<file path="config.mk">
export PLATFORM = sky130hd
export DESIGN_NAME = uart_tx_periph
export DESIGN_NICKNAME = d
export VERILOG_FILES = /design/src/rtl/uart_tx_periph.sv
export SDC_FILE = /design/constraint.sdc
export NUM_CORES = 1
export LEC_CHECK = 0
export ABC_AREA = 0
export BUFFER_PORTS_ARGS = -buffer_cell sky130_fd_sc_hd__buf_2
export CAP_MARGIN = 20
export CELL_PAD_IN_SITES_DETAIL_PLACEMENT = 1
export CELL_PAD_IN_SITES_GLOBAL_PLACEMENT = 2
export CORE_ASPECT_RATIO = 0.7
export CORE_UTILIZATION = 43
export CTS_CLUSTER_DIAMETER = 150
export DETAILED_ROUTE_END_ITERATION = 10
export PLACE_DENSITY_LB_ADDON = 0.12
export SLEW_MARGIN = 20
export SYNTH_ARGS = -nofsm -noshare
export SYNTH_HDL_FRONTEND = slang
export SYNTH_SLANG_ARGS = --single-unit
</file>
<file path="constraint.sdc">
create_clock -name clk -period 4.8 [get_ports clk]
set_input_delay 0.24 -clock clk [delete_from_list [all_inputs] [get_ports clk]]
set_output_delay 0.24 -clock clk [all_outputs]
set_load 0.05 [all_outputs]
</file>
<file path="src/rtl/uart_tx_periph.sv">
// uart_tx_periph: memory-mapped 8N1 UART transmitter for the picorv32 native bus.
// CPU bytes are queued in a circular FIFO and serialised LSB first by a small
// IDLE/START/DATA/STOP state machine. Registers: 0x0 TXDATA, 0x4 STATUS.
module uart_tx_periph #(
    parameter int CLK_HZ     = 50000000,
    parameter int BAUD       = 115200,
    parameter int FIFO_DEPTH = 16
) (
    input  logic        clk,
    input  logic        reset,
    input  logic        enable,
    input  logic        mem_valid,
    input  logic [3:0]  mem_addr,
    input  logic [3:0]  mem_wstrb,
    input  logic [31:0] mem_wdata,
    output logic [31:0] mem_rdata,
    output logic        mem_ready,
    output logic        uart_tx,
    output logic        busy
);
    localparam int DIVISOR = CLK_HZ / BAUD;
    localparam int BIT_W   = $clog2(DIVISOR);
    localparam int PTR_W   = $clog2(FIFO_DEPTH);
    localparam int FILL_W  = PTR_W + 1;
    localparam logic [BIT_W-1:0]  DIV_LAST = BIT_W'(DIVISOR - 1);
    localparam logic [FILL_W-1:0] DEPTH_C  = FILL_W'(FIFO_DEPTH);

    typedef enum logic [1:0] {
        S_IDLE  = 2'd0,
        S_START = 2'd1,
        S_DATA  = 2'd2,
        S_STOP  = 2'd3
    } state_t;

    state_t             state_q, state_d;
    logic [BIT_W-1:0]   timer_q, timer_d;
    logic [2:0]         bit_q, bit_d;
    logic [7:0]         shift_q, shift_d;
    logic               tx_q, tx_d;
    logic               busy_q, busy_d;
    logic               ready_q, ready_d;
    logic               done_q, done_d;
    logic [31:0]        rdata_q, rdata_d;
    logic [PTR_W-1:0]   wr_ptr_q, wr_ptr_d;
    logic [PTR_W-1:0]   rd_ptr_q, rd_ptr_d;
    logic [FILL_W-1:0]  fill_q, fill_d;
    logic               ovf_q, ovf_d;
    logic [7:0]         fifo_mem [FIFO_DEPTH];

    logic               sel_s;
    logic               push_req_s;
    logic               push_s;
    logic               pop_s;
    logic               clr_ovf_s;
    logic [31:0]        status_s;
    logic               unused_ok_s;

    assign unused_ok_s = ^{mem_wdata[31:8], mem_addr[1:0]};

    // Bus decode: one acknowledge per request; done_q blocks re-acks while valid stays high.
    always_comb begin
        sel_s      = enable & mem_valid & ~ready_q & ~done_q;
        push_req_s = sel_s & (mem_addr[3:2] == 2'd0) & mem_wstrb[0];
        clr_ovf_s  = sel_s & (mem_addr[3:2] == 2'd1) & mem_wstrb[0] & mem_wdata[3];
        pop_s      = (state_q == S_IDLE) & (fill_q != {FILL_W{1'b0}});
        push_s     = push_req_s & ((fill_q != DEPTH_C) | pop_s);
        ready_d    = sel_s;
        done_d     = mem_valid & (done_q | sel_s);
        status_s   = 32'd0;
        status_s[0] = (fill_q == DEPTH_C);
        status_s[1] = (fill_q == {FILL_W{1'b0}});
        status_s[2] = (state_q != S_IDLE);
        status_s[3] = ovf_q;
        status_s[8 +: FILL_W] = fill_q;
        if (sel_s && (mem_wstrb == 4'd0) && (mem_addr[3:2] == 2'd1)) begin
            rdata_d = status_s;
        end else begin
            rdata_d = 32'd0;
        end
    end

    // FIFO pointer, fill-count and sticky overflow next-state.
    always_comb begin
        wr_ptr_d = wr_ptr_q;
        rd_ptr_d = rd_ptr_q;
        fill_d   = fill_q;
        ovf_d    = ovf_q;
        if (push_s) begin
            wr_ptr_d = wr_ptr_q + PTR_W'(1);
        end else begin
            wr_ptr_d = wr_ptr_q;
        end
        if (pop_s) begin
            rd_ptr_d = rd_ptr_q + PTR_W'(1);
        end else begin
            rd_ptr_d = rd_ptr_q;
        end
        case ({push_s, pop_s})
            2'b10:   fill_d = fill_q + FILL_W'(1);
            2'b01:   fill_d = fill_q - FILL_W'(1);
            default: fill_d = fill_q;
        endcase
        if (clr_ovf_s) begin
            ovf_d = 1'b0;
        end else if (push_req_s && !push_s) begin
            ovf_d = 1'b1;
        end else begin
            ovf_d = ovf_q;
        end
    end

    // Transmit FSM next-state; the line level is computed from the next state so it is registered.
    always_comb begin
        state_d = state_q;
        timer_d = timer_q;
        bit_d   = bit_q;
        shift_d = shift_q;
        case (state_q)
            S_IDLE: begin
                if (pop_s) begin
                    shift_d = fifo_mem[rd_ptr_q];
                    timer_d = {BIT_W{1'b0}};
                    state_d = S_START;
                end else begin
                    timer_d = {BIT_W{1'b0}};
                end
            end
            S_START: begin
                if (timer_q == DIV_LAST) begin
                    timer_d = {BIT_W{1'b0}};
                    bit_d   = 3'd0;
                    state_d = S_DATA;
                end else begin
                    timer_d = timer_q + BIT_W'(1);
                end
            end
            S_DATA: begin
                if (timer_q == DIV_LAST) begin
                    timer_d = {BIT_W{1'b0}};
                    if (bit_q == 3'd7) begin
                        state_d = S_STOP;
                    end else begin
                        bit_d = bit_q + 3'd1;
                    end
                end else begin
                    timer_d = timer_q + BIT_W'(1);
                end
            end
            S_STOP: begin
                if (timer_q == DIV_LAST) begin
                    timer_d = {BIT_W{1'b0}};
                    state_d = S_IDLE;
                end else begin
                    timer_d = timer_q + BIT_W'(1);
                end
            end
            default: begin
                state_d = S_IDLE;
                timer_d = {BIT_W{1'b0}};
            end
        endcase
        case (state_d)
            S_START: tx_d = 1'b0;
            S_DATA:  tx_d = shift_d[bit_d];
            default: tx_d = 1'b1;
        endcase
        busy_d = (fill_d != {FILL_W{1'b0}}) | (state_d != S_IDLE);
    end

    // State, FIFO bookkeeping and bus response registers; reset aborts any frame at once.
    always_ff @(posedge clk or posedge reset) begin
        if (reset) begin
            state_q  <= S_IDLE;
            timer_q  <= {BIT_W{1'b0}};
            bit_q    <= 3'd0;
            shift_q  <= 8'd0;
            tx_q     <= 1'b1;
            busy_q   <= 1'b0;
            ready_q  <= 1'b0;
            done_q   <= 1'b0;
            rdata_q  <= 32'd0;
            wr_ptr_q <= {PTR_W{1'b0}};
            rd_ptr_q <= {PTR_W{1'b0}};
            fill_q   <= {FILL_W{1'b0}};
            ovf_q    <= 1'b0;
        end else begin
            state_q  <= state_d;
            timer_q  <= timer_d;
            bit_q    <= bit_d;
            shift_q  <= shift_d;
            tx_q     <= tx_d;
            busy_q   <= busy_d;
            ready_q  <= ready_d;
            done_q   <= done_d;
            rdata_q  <= rdata_d;
            wr_ptr_q <= wr_ptr_d;
            rd_ptr_q <= rd_ptr_d;
            fill_q   <= fill_d;
            ovf_q    <= ovf_d;
        end
    end

    // FIFO storage: contents need no reset, the pointers define validity.
    always_ff @(posedge clk) begin
        if (push_s) begin
            fifo_mem[wr_ptr_q] <= mem_wdata[7:0];
        end
    end

    assign mem_rdata = rdata_q;
    assign mem_ready = ready_q;
    assign uart_tx   = tx_q;
    assign busy      = busy_q;
endmodule
</file>
**After elaboration in Yosys (flattened, before gate mapping)**

Memories as Yosys holds them, arrays and structs flattened.
Cells that the tools add are included.

- Bits in registers: 72
- Bits in writable memories: 128
- Output and inout bits: 35
- Word-level logic and storage cells: 86
- Memories: 1

Memory list:

| memory | depth | bits a word | rd ports | clocked after memory_dff | wr ports | line | text |
|---|---|---|---|---|---|---|---|
| fifo_mem | 16 | 8 | 1 | 0 | 1 | 48 | `logic [7:0] fifo_mem [FIFO_DEPTH];` |

- Add/subtract/negate cells: 6
- Magnitude comparators: 1
- Equality and inequality tests: 12
- Mux-type cells: 23
- Bitwise logic cells: 16
- Reductions and logical operators: 14

Operators with widths:

| operator | count |
|---|---|
| one-hot mux 9 bit (2 select lines) | 1 |
| two-way mux 8 bit | 2 |
| two-way mux 13 bit | 1 |
| AND 1 bit | 11 |
| two-way mux 2 bit | 5 |
| one-hot mux 5 bit (2 select lines) | 1 |
| nonzero test 5 bit | 2 |
| adder 9 x 1 -> 9 bit, second input constant | 1 |
| equality test 9 bit, second input constant | 1 |
| two-way mux 3 bit | 3 |
| two-way mux 9 bit | 1 |
| adder 4 x 1 -> 4 bit, second input constant | 2 |
| equality test 2 x 1 -> 1 bit, second input constant | 4 |
| equality test 2 bit, second input constant | 4 |
| one-hot mux 2 bit (4 select lines) | 1 |
| one-hot mux 3 bit (2 select lines) | 1 |
| nonzero test 2 bit | 3 |
| adder 5 x 1 -> 5 bit, second input constant | 1 |
| equality test 5 bit, second input constant | 1 |
| zero test 5 bit | 1 |
| two-way mux 1 bit | 5 |
| != test 5 bit, second input constant | 1 |
| subtractor 5 x 1 -> 5 bit, second input constant | 1 |
| zero test 2 bit | 2 |
| 11 further kinds | 16 |

**Logic depth before layout (Yosys ltp)**

- Depth after elaboration: 10
- Mapped depth: 11
- Mapped depth without buffers: 11

**Least setup slack after synthesis**

No wires, ideal clock.

- Path type: register to register
- Start: reg ready_q, in the netlist mem_ready
- End: reg busy_q, in the netlist busy
- Library setup time: 0.138 ns
- Arrival: 3.421 ns
- Required time: 4.662 ns
- Path slack: 1.241 ns
- Cell stages (with the launch flop): 12
- Buffers on the path: 1
- Clock period less this slack: 3.559 ns
- Cell sequence: dfrtp_1 nand4bb_4 or4b_4 buf_6 and2_4 fa_1 a21o_1 a21oi_1 or3_1 a21oi_1 a311o_1 or4_1

- Cells in the longest elaborated chain, start to end: 10

Ends and longest elaborated chain:

| what | line | text |
|---|---|---|
| start, declared | 41 | `logic ready_q, ready_d;` |
| start signal, assigned | 193 | `ready_q <= ready_d;` |
| inverter 1 bit (*) | 62 | `sel_s = enable & mem_valid & ~ready_q & ~done_q;` |
| AND 1 bit (*) (2 in series) | 62 |  |
| AND 1 bit (*) (2 in series) | 63 | `push_req_s = sel_s & (mem_addr[3:2] == 2'd0) & mem_wstrb[0];` |
| AND 1 bit (*) | 66 | `push_s = push_req_s & ((fill_q != DEPTH_C) \| pop_s);` |
| equality test 2 x 1 -> 1 bit or equality test 2 bit (tied branches) | 98 | `case ({push_s, pop_s})` |
| one-hot mux 5 bit (2 select lines) (*) | 98 |  |
| net fill_d[4] | 46 | `logic [FILL_W-1:0] fill_q, fill_d;` |
| nonzero test 5 bit (*) | 167 | `busy_d = (fill_d != {FILL_W{1'b0}}) \| (state_d != S_IDLE);` |
| bitwise OR 1 bit (*) | 167 |  |
| net busy_d | 40 | `logic busy_q, busy_d;` |
| end signal, assigned | 192 | `busy_q <= busy_d;` |
| end, declared | 40 |  |

Mark *: on every way through the listed nets, which the timed path passes. The rest lies on a longest branch.
A chain may end at the register's enable or synchronous reset.

**Worst setup path in the final report**

- Start: reg fill_q[0]
- End: reg busy_q, in the netlist busy

- Cells in the longest elaborated chain, start to end: 8

Ends and longest elaborated chain:

| what | line | text |
|---|---|---|
| start, declared | 46 |  |
| start signal, assigned | 184 | `fill_q <= {FILL_W{1'b0}};` |
| start signal, assigned | 198 | `fill_q <= fill_d;` |
| nonzero test 5 bit | 65 | `pop_s = (state_q == S_IDLE) & (fill_q != {FILL_W{1'b0}});` |
| AND 1 bit | 65 |  |
| bitwise OR 1 bit | 66 |  |
| AND 1 bit | 66 |  |
| equality test 2 x 1 -> 1 bit or equality test 2 bit (tied branches) | 98 |  |
| one-hot mux 5 bit (2 select lines) (*) | 98 |  |
| net fill_d[4] | 46 |  |
| nonzero test 5 bit (*) | 167 |  |
| bitwise OR 1 bit (*) | 167 |  |
| net busy_d | 40 |  |

Marked as above.

==> out/summary.txt <==
Total Routing Usage GR: 19.7%
Post-synth EDFFs: 128
Layout Area Growth over Synthesis: 11.8%
DIE AREA: 18,200 um2
Total CTS buffers: 17
Worst-skew pair later-pin latency: 0.43 ns
Leak Pwr: 0.00316 uW
Pwr dens: 551 nW/um2
Util after Layout: 49.4%
Crit start category: flop
H-Tree Level Count: 4
Max Slew Vio Count: 0
Post-DP HPWL: 10.8 mm
Most frequent cells in the layout: 128 x edfxtp_1, 46 x dfrtp_1, 32 x mux4_2, 29 x buf_2, 24 x and2_1
CTS tree: built
CTS max path bufs: 2
Hold_ws: -0.0272 ns
Worst-path clk slew: 0.06 ns
Worst reg-to-reg path cell count: 10
Post-DR wirelength/cell: 21.6 um
Post-CTS sizing: 0
Post-synth ARST share: 27.7%
Mapped Avg Cell Area: 16.1 um2
Yosys cell types: 57
# hold bufs at CTS: 0
Critical path fanouts, max: 7
Setup Viol. Count Final: 0
Placed inst area: 7910 um2
Fmax: 272 MHz
Top cells by area, synth: edfxtp_1 51%, dfrtp_1 16%, mux4_2 9.5%
GR Overflow Total: 0
Post-CTS Setup Bufs: 0
Via density: 5.36
Die Span Y: 113 um
Layout Skew: 0.00868 ns
Most common cell after layout, fill and taps aside: edfxtp_1
Layout cells sized above 1: 21.7%
Largest net degree at the start of global routing: 50
Critical path class: flop to flop
Final Hold Fails: 48
Sink Count: 177
Post-route clock period utilization: 76.6%
Post-route setup slack: 1.12 ns
Slew Limit Headroom: 41.2%
DP Worst Slack: 1.14 ns
Failing checks: hold timing
Total vias in the final route: 4,026
Minimum clock period: 3.68 ns
Max cap viols: 0
Initial antenna violation count: 0
Core Rows: 40
Least-Margin Pin Slew: 0.881 ns
Outcome: complete, but fails checks
Post-Synthesis Cells: 473
ANT cells: 0
VDD IR max: 0.232 mV
Ports: 79
Ys Warns: 0
PortBufs: 29
Initial Utilization: 44.2%
Seq/Total Area, Yosys: 66.6%
ANT nets after route: 0
#FFs+latches synth: 177
RePlAce Congestion: 0.713
Crit. End Element: flop
First-pass GRT wire length: 26.1 mm
Iter 0 DRT Violations: 350
Core Region: 17,200 um2
Ys flop type: edfxtp_1
Vias in the first global route: 4,318
Worst min path class: primary input to asynchronous set/reset pin
Cell area after layout: 8510 um2
Worst Path Required: 5.10 ns
CTS Root Cell: clkbuf_16
Post-Route Setup TNS: 0 ns
RSZ-0062 raised after global routing: no
DR pass1 iterations: 5
Die W: 161 um
Cell taking the most area after synthesis: edfxtp_1
Mapped Area: 7610 um2
Routed wire length: 16.2 mm
Critical Path AT: 3.97 ns
DRC Markers: 0
NumNets Final: 568
Synth top area share: 50.5%
report_power, final:
group | internal, uW | total, uW | leakage [uW] | switching (uW)
Sequential | 1770 | 2020 | 0.00177 | 251
Clock | 819 | 1400 | 0.000275 | 585
Combinational | 623 | 1270 | 0.00111 | 644
Total | 3210 | 4690 | 0.00316 | 1480
logic make-up after synthesis:
kind of cell / count (synthesis) / synth area share [%]
DFF: 177 / 66.6
and+or+nand+nor: 114 / 8.71
AOI/OAI and AO/OA: 53 / 4.90
buffers and inverters: 52 / 3.83
muxes: 44 / 11.3
adders and majority gates: 17 / 2.89
xor gates and xnor gates: 15 / 1.73
other: 1 / 0.0493
layer usage:
metal  track usage [%]  vias to the layer above  wire length, um  share of wire (%)
li1                  -                     1822                -                  -
met1              28.7                     2077             7770                 48
met2              29.7                      111             7470                 46
met3              4.33                       16              742                4.6
met4              5.91                        0              218                1.3
met5                 0                        -                0                  0
critical path: stages (launching register included):
cell     delay (ns)
dfrtp_1        0.46
or4_4          0.61
o21a_1         0.31
and2_4         0.21
fa_1           0.41
a21o_1         0.20
a21oi_1        0.27
or3_1          0.18
a21oi_1        0.07
a311o_1        0.35
or4_1          0.48
flip-flops by register name, indices dropped and copies added (netlist names):
name       flops
rd_ptr_q       4
wr_ptr_q       4
state_q        2
fill_q         5
shift_q        8
busy           1
done_q         1
bit_q          3
mem_rdata      9
uart_tx        1
mem_ready      1
timer_q        9
ovf_q          1
fifo_mem     128
Yosys cell counts, types with 3 or more instances:
library cell / n
xnor2_1: 10
a21oi_1: 5
nand3_1: 7
o21a_1: 3
buf_1: 3
mux4_2: 32
xor2_1: 5
dfrtp_1: 48
o22ai_1: 6
buf_4: 23
mux2i_1: 5
inv_1: 13
edfxtp_1: 128
nand4_1: 3
and3_1: 7
o21ai_0: 8
a21o_1: 4
nor4_1: 3
ha_1: 16
nor2b_1: 5
a211oi_1: 9
nand2b_1: 4
clkbuf_1: 10
a221oi_1: 3
nor2_1: 16
nand2_1: 22
mux2_2: 5
and2_1: 24
a31oi_1: 3
o31ai_1: 3
nor3_1: 7
metrics by stage:
| step | power [uW] | std cells |
|---|---|---|
| after floorplan | 2980 | 495 |
| after global placement | 3300 | 719 |
| after detailed placement | 3340 | 719 |
| after CTS | 4750 | 751 |
| after global routing | 4950 | 751 |
| final | 4690 | 751 |
path summary, 6_finish.rpt:
kind	start	endpoint	slack, ns
setup / recovery	fill_q[0]$_DFF_PP0_	busy$_DFF_PP0_	1.12
hold / removal	reset	timer_q[1]$_DFF_PP0_	-0.03
setup reg to reg	fill_q[0]$_DFF_PP0_	busy$_DFF_PP0_	1.12
hold reg to reg	shift_q[5]$_DFF_PP0_	shift_q[5]$_DFF_PP0_	0.49
max in group asynchronous	reset	rd_ptr_q[2]$_DFFE_PP0N_	4.26
min in group clk	mem_addr[2]	ovf_q$_DFFE_PP0P_	0.05
final cells by class:
class                           count  area (um2)
Fill cell                        1682        8710
Sequential cell                   177        5070
Multi-Input combinational cell    266        2330
Clock buffer                       19         433
Tap cell                          231         289
Timing Repair Buffer               32         168
Clock inverter                     13         163
Inverter                           13        50.0
(Power assumes the default switching activity.)
